<file path="src/rtl/register_file_pkg.sv">
// Shared types and sizing for the 8-entry datapath register file.
package register_file_pkg;

    localparam int REG_ADDR_BITS = 3;
    localparam int NUM_REGS      = 8;

    typedef enum logic [1:0] {
        IDLE,
        CLEAR,
        DONE
    } regfile_state_t;

endpackage

</file>
<file path="src/rtl/regfile_read_port.sv">
// One combinational read port: storage select with same-cycle write bypass.
module regfile_read_port
    import register_file_pkg::*;
#(
    parameter int DATA_BITS = 8,
    parameter int NUM_REGS  = 8
) (
    input  logic [NUM_REGS-1:0][DATA_BITS-1:0] i_regs,
    input  logic [REG_ADDR_BITS-1:0]           i_raddr,
    input  logic                               i_byp_en,
    input  logic [REG_ADDR_BITS-1:0]           i_waddr,
    input  logic [DATA_BITS-1:0]               i_wdata,
    output logic [DATA_BITS-1:0]               o_rdata
);

    logic w_hit;

    // Forward the in-flight write so a same-index reader never sees stale data.
    assign w_hit   = i_byp_en && (i_raddr == i_waddr);
    assign o_rdata = w_hit ? i_wdata : i_regs[i_raddr];

endmodule

</file>
<file path="src/rtl/register_file.sv">
// 8-entry register file: one write port, two bypassed read ports, sequenced clear.
module register_file
    import register_file_pkg::*;
#(
    parameter int DATA_BITS = 8,
    parameter int NUM_REGS  = 8
) (
    input  logic                     i_clk,
    input  logic                     i_reset,
    input  logic                     i_we,
    input  logic [REG_ADDR_BITS-1:0] i_waddr,
    input  logic [DATA_BITS-1:0]     i_wdata,
    input  logic [REG_ADDR_BITS-1:0] i_raddr_a,
    input  logic [REG_ADDR_BITS-1:0] i_raddr_b,
    output logic [DATA_BITS-1:0]     o_rdata_a,
    output logic [DATA_BITS-1:0]     o_rdata_b,
    input  logic                     i_clear_req,
    output logic                     o_clear_busy,
    output logic                     o_clear_done
);

    localparam int NUM_RD_PORTS = 2;

    regfile_state_t                      r_state;
    regfile_state_t                      w_next_state;
    logic [REG_ADDR_BITS-1:0]            r_clr_cnt;
    logic [NUM_REGS-1:0][DATA_BITS-1:0]  r_regs;
    logic                                w_wr_en;
    logic                                w_clr_last;

    logic [NUM_RD_PORTS-1:0][REG_ADDR_BITS-1:0] w_raddr;
    logic [NUM_RD_PORTS-1:0][DATA_BITS-1:0]     w_rdata;

    // Writes (and therefore bypass) are only live while no clear is in flight.
    assign w_wr_en    = i_we && (r_state == IDLE);
    assign w_clr_last = (r_clr_cnt == REG_ADDR_BITS'(NUM_REGS - 1));

    always_ff @(posedge i_clk or posedge i_reset) begin
        if (i_reset) begin
            r_state <= IDLE;
        end else begin
            r_state <= w_next_state;
        end
    end

    always_comb begin
        w_next_state = r_state;
        case (r_state)
            IDLE:    if (i_clear_req) w_next_state = CLEAR;
            CLEAR:   if (w_clr_last)  w_next_state = DONE;
            DONE:    w_next_state = IDLE;
            default: w_next_state = IDLE;
        endcase
    end

    always_ff @(posedge i_clk or posedge i_reset) begin
        if (i_reset) begin
            r_clr_cnt <= '0;
        end else if (r_state == IDLE && i_clear_req) begin
            r_clr_cnt <= '0;
        end else if (r_state == CLEAR) begin
            r_clr_cnt <= r_clr_cnt + REG_ADDR_BITS'(1);
        end
    end

    // A write landing on the clear-request edge still commits; the sweep zeroes it later.
    always_ff @(posedge i_clk or posedge i_reset) begin
        if (i_reset) begin
            r_regs <= '0;
        end else if (r_state == CLEAR) begin
            r_regs[r_clr_cnt] <= '0;
        end else if (w_wr_en) begin
            r_regs[i_waddr] <= i_wdata;
        end
    end

    assign o_clear_busy = (r_state == CLEAR);
    assign o_clear_done = (r_state == DONE);

    assign w_raddr[0] = i_raddr_a;
    assign w_raddr[1] = i_raddr_b;

    for (genvar p = 0; p < NUM_RD_PORTS; p++) begin : g_rd
        regfile_read_port #(
            .DATA_BITS (DATA_BITS),
            .NUM_REGS  (NUM_REGS)
        ) u_rd (
            .i_regs   (r_regs),
            .i_raddr  (w_raddr[p]),
            .i_byp_en (w_wr_en),
            .i_waddr  (i_waddr),
            .i_wdata  (i_wdata),
            .o_rdata  (w_rdata[p])
        );
    end

    assign o_rdata_a = w_rdata[0];
    assign o_rdata_b = w_rdata[1];

endmodule

</file>
<file path="config.mk">
export PLATFORM = sky130hd
export DESIGN_NAME = register_file
export DESIGN_NICKNAME = d
export VERILOG_FILES = /design/src/rtl/register_file_pkg.sv /design/src/rtl/regfile_read_port.sv /design/src/rtl/register_file.sv
export SDC_FILE = /design/constraint.sdc
export NUM_CORES = 1
export LEC_CHECK = 0
export ABC_AREA = 1
export CAP_MARGIN = 15
export CORE_ASPECT_RATIO = 1.4
export CORE_MARGIN = 5
export CORE_UTILIZATION = 42
export DETAILED_ROUTE_END_ITERATION = 10
export DONT_BUFFER_PORTS = 1
export PLACE_DENSITY = 0.55
export SKIP_LAST_GASP = 1
export SLEW_MARGIN = 20
export SYNTH_ARGS = -nofsm -noshare
export SYNTH_HDL_FRONTEND = slang
export SYNTH_SLANG_ARGS = --single-unit
</file>
<file path="constraint.sdc">
create_clock -name i_clk -period 3 [get_ports i_clk]
set_clock_uncertainty 0.05 [all_clocks]
set_input_delay 0.9 -clock i_clk [delete_from_list [all_inputs] [get_ports i_clk]]
set_output_delay 0.9 -clock i_clk [all_outputs]
set_load 0.02 [all_outputs]
</file>
==> results.txt, run 1 <==
On the critical path, the stage with the largest delay is an instance of sky130_fd_sc_hd__nand2_1. In this run the vertical extent of the chip is 133 um. The number of buffers created by CTS came out at 9. In this run the worst path has a maximum fanout of 10. The maximum number of pins on one net before global-route repair is 70. The net count reported at finish came out at 710.

The average footprint of a synthesized cell is around 6.5 um2. The netlist uses 20 different library cells. The number of max-cap violations is 0. The sequential-to-total area share from yosys stat came out at 0.381. CTS placed an instance of sky130_fd_sc_hd__clkbuf_16 at the clock tree root.

The worst setup path is of the in -> out kind. The number of endpoints with negative hold slack in the final report is 0. STA classifies the critical path startpoint as an input port. The number of input and output port buffers inserted came out at 0. The worst-case clock buffer depth came out at 2.

The number of cells on the worst hold path is 2. Based on the critical path, the design can be clocked at up to 361 MHz. The analysis attributes to cell leakage a power of 2.65 nW. The kind of capture point of the worst setup path is an output pin. The area of the mapped netlist came out at approximately 0.0045 mm2. The fraction of final layout cells with drive strength greater than 1 is 0.0968. The total wirelength of the detailed-routed design is 14.8 mm. For this design the ratio of total power to cell area is 809 mW/mm2. The number of diodes came out at 0.

The layout-stage area growth over the synthesis result is 9.71%. The number of synthesis warnings came out at 0. The post-CTS repair timing setup buffer count is 0. The residual overflow from global routing is 0. The number of antenna violations at the first check in global routing is 0. The final RePlAce weighted congestion is 0.902.

For this design the top-level I/O count stands at 39. Clock-pin slew was measured on the worst setup and hold paths at 0.06 ns. The synthesized net count came out at 723. Using the TritonRoute via totals, the vias-per-cell ratio works out to between 5 and 6. The arrival time at the worst endpoint came out at ~1.8 ns. The number of global-route vias before repair came out at 4398. The starting utilization of the core area is 0.424. The smallest setup slack after layout came out at 0.230 ns.

The final core area utilization is 0.465. The number of clock sinks is 69. The layout has about 1100 filler cells. After detailed routing, the average wire length per cell comes to 17.7 um. The routed design could run at a clock period as short as 2.77 ns. Traced cell by cell, the critical path runs through inv_2 -> nand2_1 -> nand2_1 -> nor2_1 -> nand2_2 -> nand3_1 -> nand2_1. The largest stage delay on the critical path is 0.21 ns. TritonCTS built the clock tree. The core footprint is 0.0107 mm2. Setup repair after global routing left no endpoint under its margin. The number of standard cells after synthesis is 700. After detailed routing, the number of remaining DRC violations is 0. The number of cell rows is 45. The post-route setup TNS is 0 ns. The total vias in the final route is 4546. The largest voltage drop on the vdd net came out at between 0.5 and 0.6 mV.

The worst min-delay path class is reg -> reg. The number of optimization iterations in the first detailed-route pass is 7. The worst-case reg-to-reg path depth is 7.

The ratio of final minimum period to clock period came out at 0.923. The flow ran to the end, and the final reports show no timing, DRC or antenna violations. The post-cts gate resize count came out at 0. The floorplan step defined a die boundary enclosing 0.0130 mm2. At the placement stage, the worst setup path has a slack of 0.236 ns. The first global-routing pass estimated 24.0 mm of wire.

The design draws 4.02 mW. The global-route usage over all layers came out at 0.235. The number of hold buffers added after CTS came out at 0. Measured against its own limit, the worst slew margin works out to 0.679. The max-slew violation total from the final report came out at 0.

Measured along the x axis, the die boundary spans 97.8 um. At the pin with the least slew margin, the transition time is 0.479 ns. The remaining antenna violation count came out at 0. In this design, the critical path's most frequently occurring cell is sky130_fd_sc_hd__nand2_1. The clock reaches the later pin of the worst-skew pair after 0.33 ns. The initial detailed-routing violation count is 400. The critical path data required time came out at between 2 and 2.5 ns.

The post-DP HPWL is 10.7 mm. The number of storage elements in the synthesis netlist is between 60 and 70. In this run the number of H-tree levels came out at 3. The number of failing setup endpoints in the final timing report came out at 0. The final cell count without fillers is roughly 830.

The number of cells after detailed placement is 817.
[stage by stage]
| step | cell area [um2] | hold slack, ns |
|---|---|---|
| after floorplan | 4540 | 0.392 |
| after global placement | 4630 | 0.407 |
| after detailed placement | 4630 | 0.408 |
| after CTS | 4980 | 0.423 |
| after global routing | 4980 | 0.446 |
| final | 4980 | 0.418 |
[worst paths after layout]
kind	to	slack, ns	start
worst max-delay path	o_rdata_a[0]	0.23	i_raddr_a[2]
worst min-delay path	r_regs[56]	0.42	r_regs[56]
worst max register to register	r_regs[41]	1.23	r_state[1]
worst min register to register	r_regs[56]	0.42	r_regs[56]
max in group asynchronous	r_regs[26]	2.12	i_reset
min in group asynchronous	r_regs[51]	0.48	i_reset
[synth_stat cells]
master	count	area [um2]
sky130_fd_sc_hd__buf_2	31	155
sky130_fd_sc_hd__buf_4	2	15.0
sky130_fd_sc_hd__clkinv_1	1	3.75
sky130_fd_sc_hd__dfrtp_1	69	1730
sky130_fd_sc_hd__ha_1	2	25.0
sky130_fd_sc_hd__inv_1	62	233
sky130_fd_sc_hd__inv_2	13	48.8
sky130_fd_sc_hd__inv_4	3	18.8
sky130_fd_sc_hd__nand2_1	320	1200
sky130_fd_sc_hd__nand2_2	8	50.1
sky130_fd_sc_hd__nand2_4	2	22.5
sky130_fd_sc_hd__nand3_1	131	656
sky130_fd_sc_hd__nand3_2	7	70.1
sky130_fd_sc_hd__nor2_1	6	22.5
sky130_fd_sc_hd__nor2_2	1	6.26
sky130_fd_sc_hd__nor2_4	6	67.6
sky130_fd_sc_hd__nor3_4	2	32.5
sky130_fd_sc_hd__o21ai_0	4	20.0
sky130_fd_sc_hd__o21ai_1	29	145
sky130_fd_sc_hd__o21ai_4	1	16.3
[layer usage]
layer / wire (um) / track usage / up-vias
li1: - / - / 2160
met1: 5710 / 0.280 / 2131
met2: 7390 / 0.406 / 208
met3: 1100 / 0.0501 / 47
met4: 582 / 0.0985 / 0
met5: 0 / 0 / -
[power by group]
group	internal, mW	total (mW)	switching, mW
sequential	1.21	1.37	0.160
combinational	0.412	1.41	1.00
clock	0.834	1.24	0.401
[sequential cells by signal, indices dropped and copies added, names as in the netlist]
signal and cells:
r_regs 64, r_clr_cnt 3, r_state 2
[cells in the final DEF, fill, tap and decap left out, drive strengths merged]
master  netlist  routed
nand2       330     330
nand3       138     138
inv          78      78
dfrtp        69      69
o21ai        34      34
nor2         13      13
clkbuf        0      12
buf          33       9
bufinv        0       3
nor3          2       2
ha            2       2
clkinv        1       2
[cell type report]
type                            count  area (um2)  area share
Clock inverter                      4        95.1      0.0191
Tap cell                          141         176      0.0355
Inverter                           79         304      0.0611
Multi-Input combinational cell    519        2330       0.469
Clock buffer                       12         246      0.0495
Timing Repair Buffer                9        92.6      0.0186
Sequential cell                    69        1730       0.347
[critical path: cells and delay by family]
| family | cells | cell delay, ns |
|---|---|---|
| and+or+nand+nor | 6 | 0.77 |
| buffers and inverters | 1 | 0.16 |
[cell families after synthesis]
group,synth area share
simple gates,0.469
buf+inv,0.105
flops,0.381
compound gates,0.0400
fa+ha+maj,0.00552
Power figures use the tool's default switching activity.
==> run 2: changes to the inputs <==
--- a/config.mk
+++ b/config.mk
@@ -10,11 +10,11 @@
 export CORE_ASPECT_RATIO = 1.4
 export CORE_MARGIN = 5
 export CORE_UTILIZATION = 42
+export CTS_CLUSTER_DIAMETER = 80
 export DETAILED_ROUTE_END_ITERATION = 10
 export DONT_BUFFER_PORTS = 1
 export PLACE_DENSITY = 0.55
 export SKIP_LAST_GASP = 1
-export SLEW_MARGIN = 20
 export SYNTH_ARGS = -nofsm -noshare
 export SYNTH_HDL_FRONTEND = slang
 export SYNTH_SLANG_ARGS = --single-unit
==> results of run 2 <==
Final layout, timing and power as in run 1 (identical DEF).
==> run 3: changes to the inputs <==
--- a/config.mk
+++ b/config.mk
@@ -13,7 +13,6 @@
 export CTS_CLUSTER_DIAMETER = 80
 export DETAILED_ROUTE_END_ITERATION = 10
 export DONT_BUFFER_PORTS = 1
-export PLACE_DENSITY = 0.55
 export SKIP_LAST_GASP = 1
 export SYNTH_ARGS = -nofsm -noshare
 export SYNTH_HDL_FRONTEND = slang
==> results.txt, run 3 (synthesized netlist as in run 1, its figures left out) <==
The run finished with clean final reports. The H-tree depth reported by CTS came out at 3 (unchanged). The clock transition at the registers of the reported paths is 0.06 ns (about the same). The path class of the tightest hold or removal check is reg -> reg.

The global-route wire length before repair came out at 24.0 mm (+0.18%). The layout-stage area growth over the synthesis result is 8.94%. The time the final worst path needs with I/O delays and setup was 2.77 ns (-0.00351 ns). The number of failing setup endpoints in the final timing report is 0 (unchanged).

Leaving out fill and tap cells, the most frequent cell in the layout is sky130_fd_sc_hd__nand2_1. The top cell types in the final layout, fill and taps aside, are 320 x sky130_fd_sc_hd__nand2_1, 131 x sky130_fd_sc_hd__nand3_1, 69 x sky130_fd_sc_hd__dfrtp_1. The fmax is 362 MHz (+0.13%). The global-route usage over all layers came out at 0.239 (+0.00466). The arrival time at the worst endpoint came out at 1.82 ns (about the same). The number of buffers created by CTS came out at 9 (unchanged).

The post-detailed-route DRC marker count is 0 (unchanged). The number of cell rows is 45 (unchanged). The residual overflow from global routing is 0 (unchanged). The source-to-sink clock delay at the later pin of the worst-skew pair came out at 0.34 ns (about the same). The flip-flop count of the largest register after layout is 64 (unchanged). The register containing the most flip-flops in the final layout is r_regs. The final hold slack was 0.417 ns (-0.000966 ns). The width of the chip came out at 97.8 um (unchanged). The number of optimization iterations in the first detailed-route pass is 5 (-2).

The power consumption came out at 3.98 mW (-1.1%). The post-layout instance area is 0.00494 mm2 (-0.70%). The TritonCTS clock tree is done.

The power density relative to cell area came out at 806 mW/mm2 (-0.36%). In the final layout, the registers with the most flip-flops are r_regs (64), r_clr_cnt (3), r_state (2). The number of max-cap violations is 0 (unchanged).

The number of antenna violations at the first check in global routing came out at 0 (unchanged). The number of clock sinks is 69 (unchanged). The maximum number of pins on one net before global-route repair was 41 (-41%). The kind of capture point of the worst setup path is an output pin.

The critical path class is in -> out. The number of vias per cell is 5.42 (-0.67%). The boundary pin count is 39 (unchanged). The post-CTS repair timing setup buffer count came out at 0 (unchanged).

The largest fanout on the critical path came to 9 (-1). The worst-case reg-to-reg path depth is 7 (unchanged). The number of diodes is 0 (unchanged). The worst slew margin relative to its limit is 0.524 (-0.155). The remaining antenna violation count is 0 (unchanged). The die height came out at 133 um (unchanged).

The post-cts gate resize count was 0 (unchanged). The largest voltage drop on the vdd net is 0.491 mV (-17%). The leakage power figure was 2.62 nW (-0.89%).

Setup repair after global routing left no endpoint under its margin. The critical path data required time is 2.05 ns (about the same). Tracing the worst setup path back leads to its startpoint at i_waddr[0]. The number of hold buffers added after CTS is 0 (unchanged). The worst-case clock buffer depth came out at 2 (unchanged). The number of global-route vias before repair came out at 4447 (+1.1%). Clock tree synthesis selected as its root buffer the cell sky130_fd_sc_hd__clkbuf_16.

The area enclosed by the die boundary came out at 0.0130 mm2 (unchanged). The max-slew violation total from the final report came out at 0 (unchanged). The endpoint identified for the worst register-to-register timing path is r_regs[3]. The post-detailed-placement cell area is 0.00461 mm2 (-0.43%).

The final core area utilization came out at 0.462 (-0.00328). The total wirelength of the detailed-routed design came out at 15.1 mm (+2.3%). The number of input and output port buffers inserted was 0 (unchanged). The slew of the pin with the lowest slew margin was 0.713 ns (+0.233 ns). The net count reported at finish was 709 (-0.14%). The worst setup slack for register-to-register paths is 1.44 ns (+0.21 ns). The ratio of final minimum period to clock period is 0.922 (-0.00117).

The core footprint was 0.0107 mm2 (unchanged). The initial detailed-routing violation count came out at 308 (-23%). The number of endpoints with negative hold slack in the final report came out at 0 (unchanged). In this run the critical register-to-register path is launched from r_state[1]. The total vias in the final route came out at 4510 (-0.79%). The post-route setup TNS is 0 ns (unchanged). The routed wirelength normalized by instance count is 18.2 um (+2.4%). The number of cells on the worst hold path is 2 (unchanged). The critical path ends at o_rdata_a[1]. The post-DP HPWL came out at 11.1 mm (+3.4%). The starting utilization of the core area is 0.424 (unchanged). The critical path launch point type is an input port.

The fraction of final layout cells with drive strength greater than 1 is 0.0970 (+0.000140). The final RePlAce weighted congestion is 0.959 (+6.4%).
-- run 3: how the worst min path moves through the flow --
stage / to / slack, ns / from
after floorplan: r_regs[10] / 0.39 / r_regs[10]
after global placement: r_regs[63] / 0.40 / r_regs[63]
after detailed placement: r_regs[63] / 0.41 / r_regs[63]
after CTS: r_regs[63] / 0.42 / r_regs[63]
after global routing: r_regs[58] / 0.44 / r_regs[58]
final: r_regs[63] / 0.42 / r_regs[63]
-- run 3: where the power goes --
part           leakage, nW  total [mW]  internal (mW)  switching [mW]
Sequential           0.938        1.38           1.21           0.163
Clock                0.152        1.18          0.752           0.423
Combinational         1.53        1.43          0.415            1.01
Total                 2.62        3.98           2.38            1.60
-- run 3: critical path: stages --
cell	delay, ns
sky130_fd_sc_hd__inv_2	0.07
sky130_fd_sc_hd__nand2_1	0.07
sky130_fd_sc_hd__nand2_1	0.05
sky130_fd_sc_hd__nor2_1	0.13
sky130_fd_sc_hd__nand2_2	0.16
sky130_fd_sc_hd__inv_4	0.14
sky130_fd_sc_hd__nand2_1	0.06
sky130_fd_sc_hd__nand2_1	0.22
-- run 3: stage by stage --
step | instances | setup WS [ns]
after floorplan | 700 | 0.264
after global placement | 816 | 0.256
after detailed placement | 816 | 0.258
after CTS | 832 | 0.249
after global routing | 832 | 0.0823
final | 832 | 0.234
-- run 3: final cells by class --
type | count | area, um2
Timing Repair Buffer | 8 | 72.6
Clock buffer | 11 | 243
Fill cell | 1128 | 5760
Sequential cell | 69 | 1730
Inverter | 79 | 304
Tap cell | 141 | 176
Clock inverter | 5 | 83.8
Multi-Input combinational cell | 519 | 2330
-- run 3: layer usage --
layer,vias up,routed length (um),GRT usage
met5,-,0,0
met3,52,909,0.0480
li1,2154,-,-
met4,0,902,0.140
met1,2119,5840,0.274
met2,185,7470,0.410
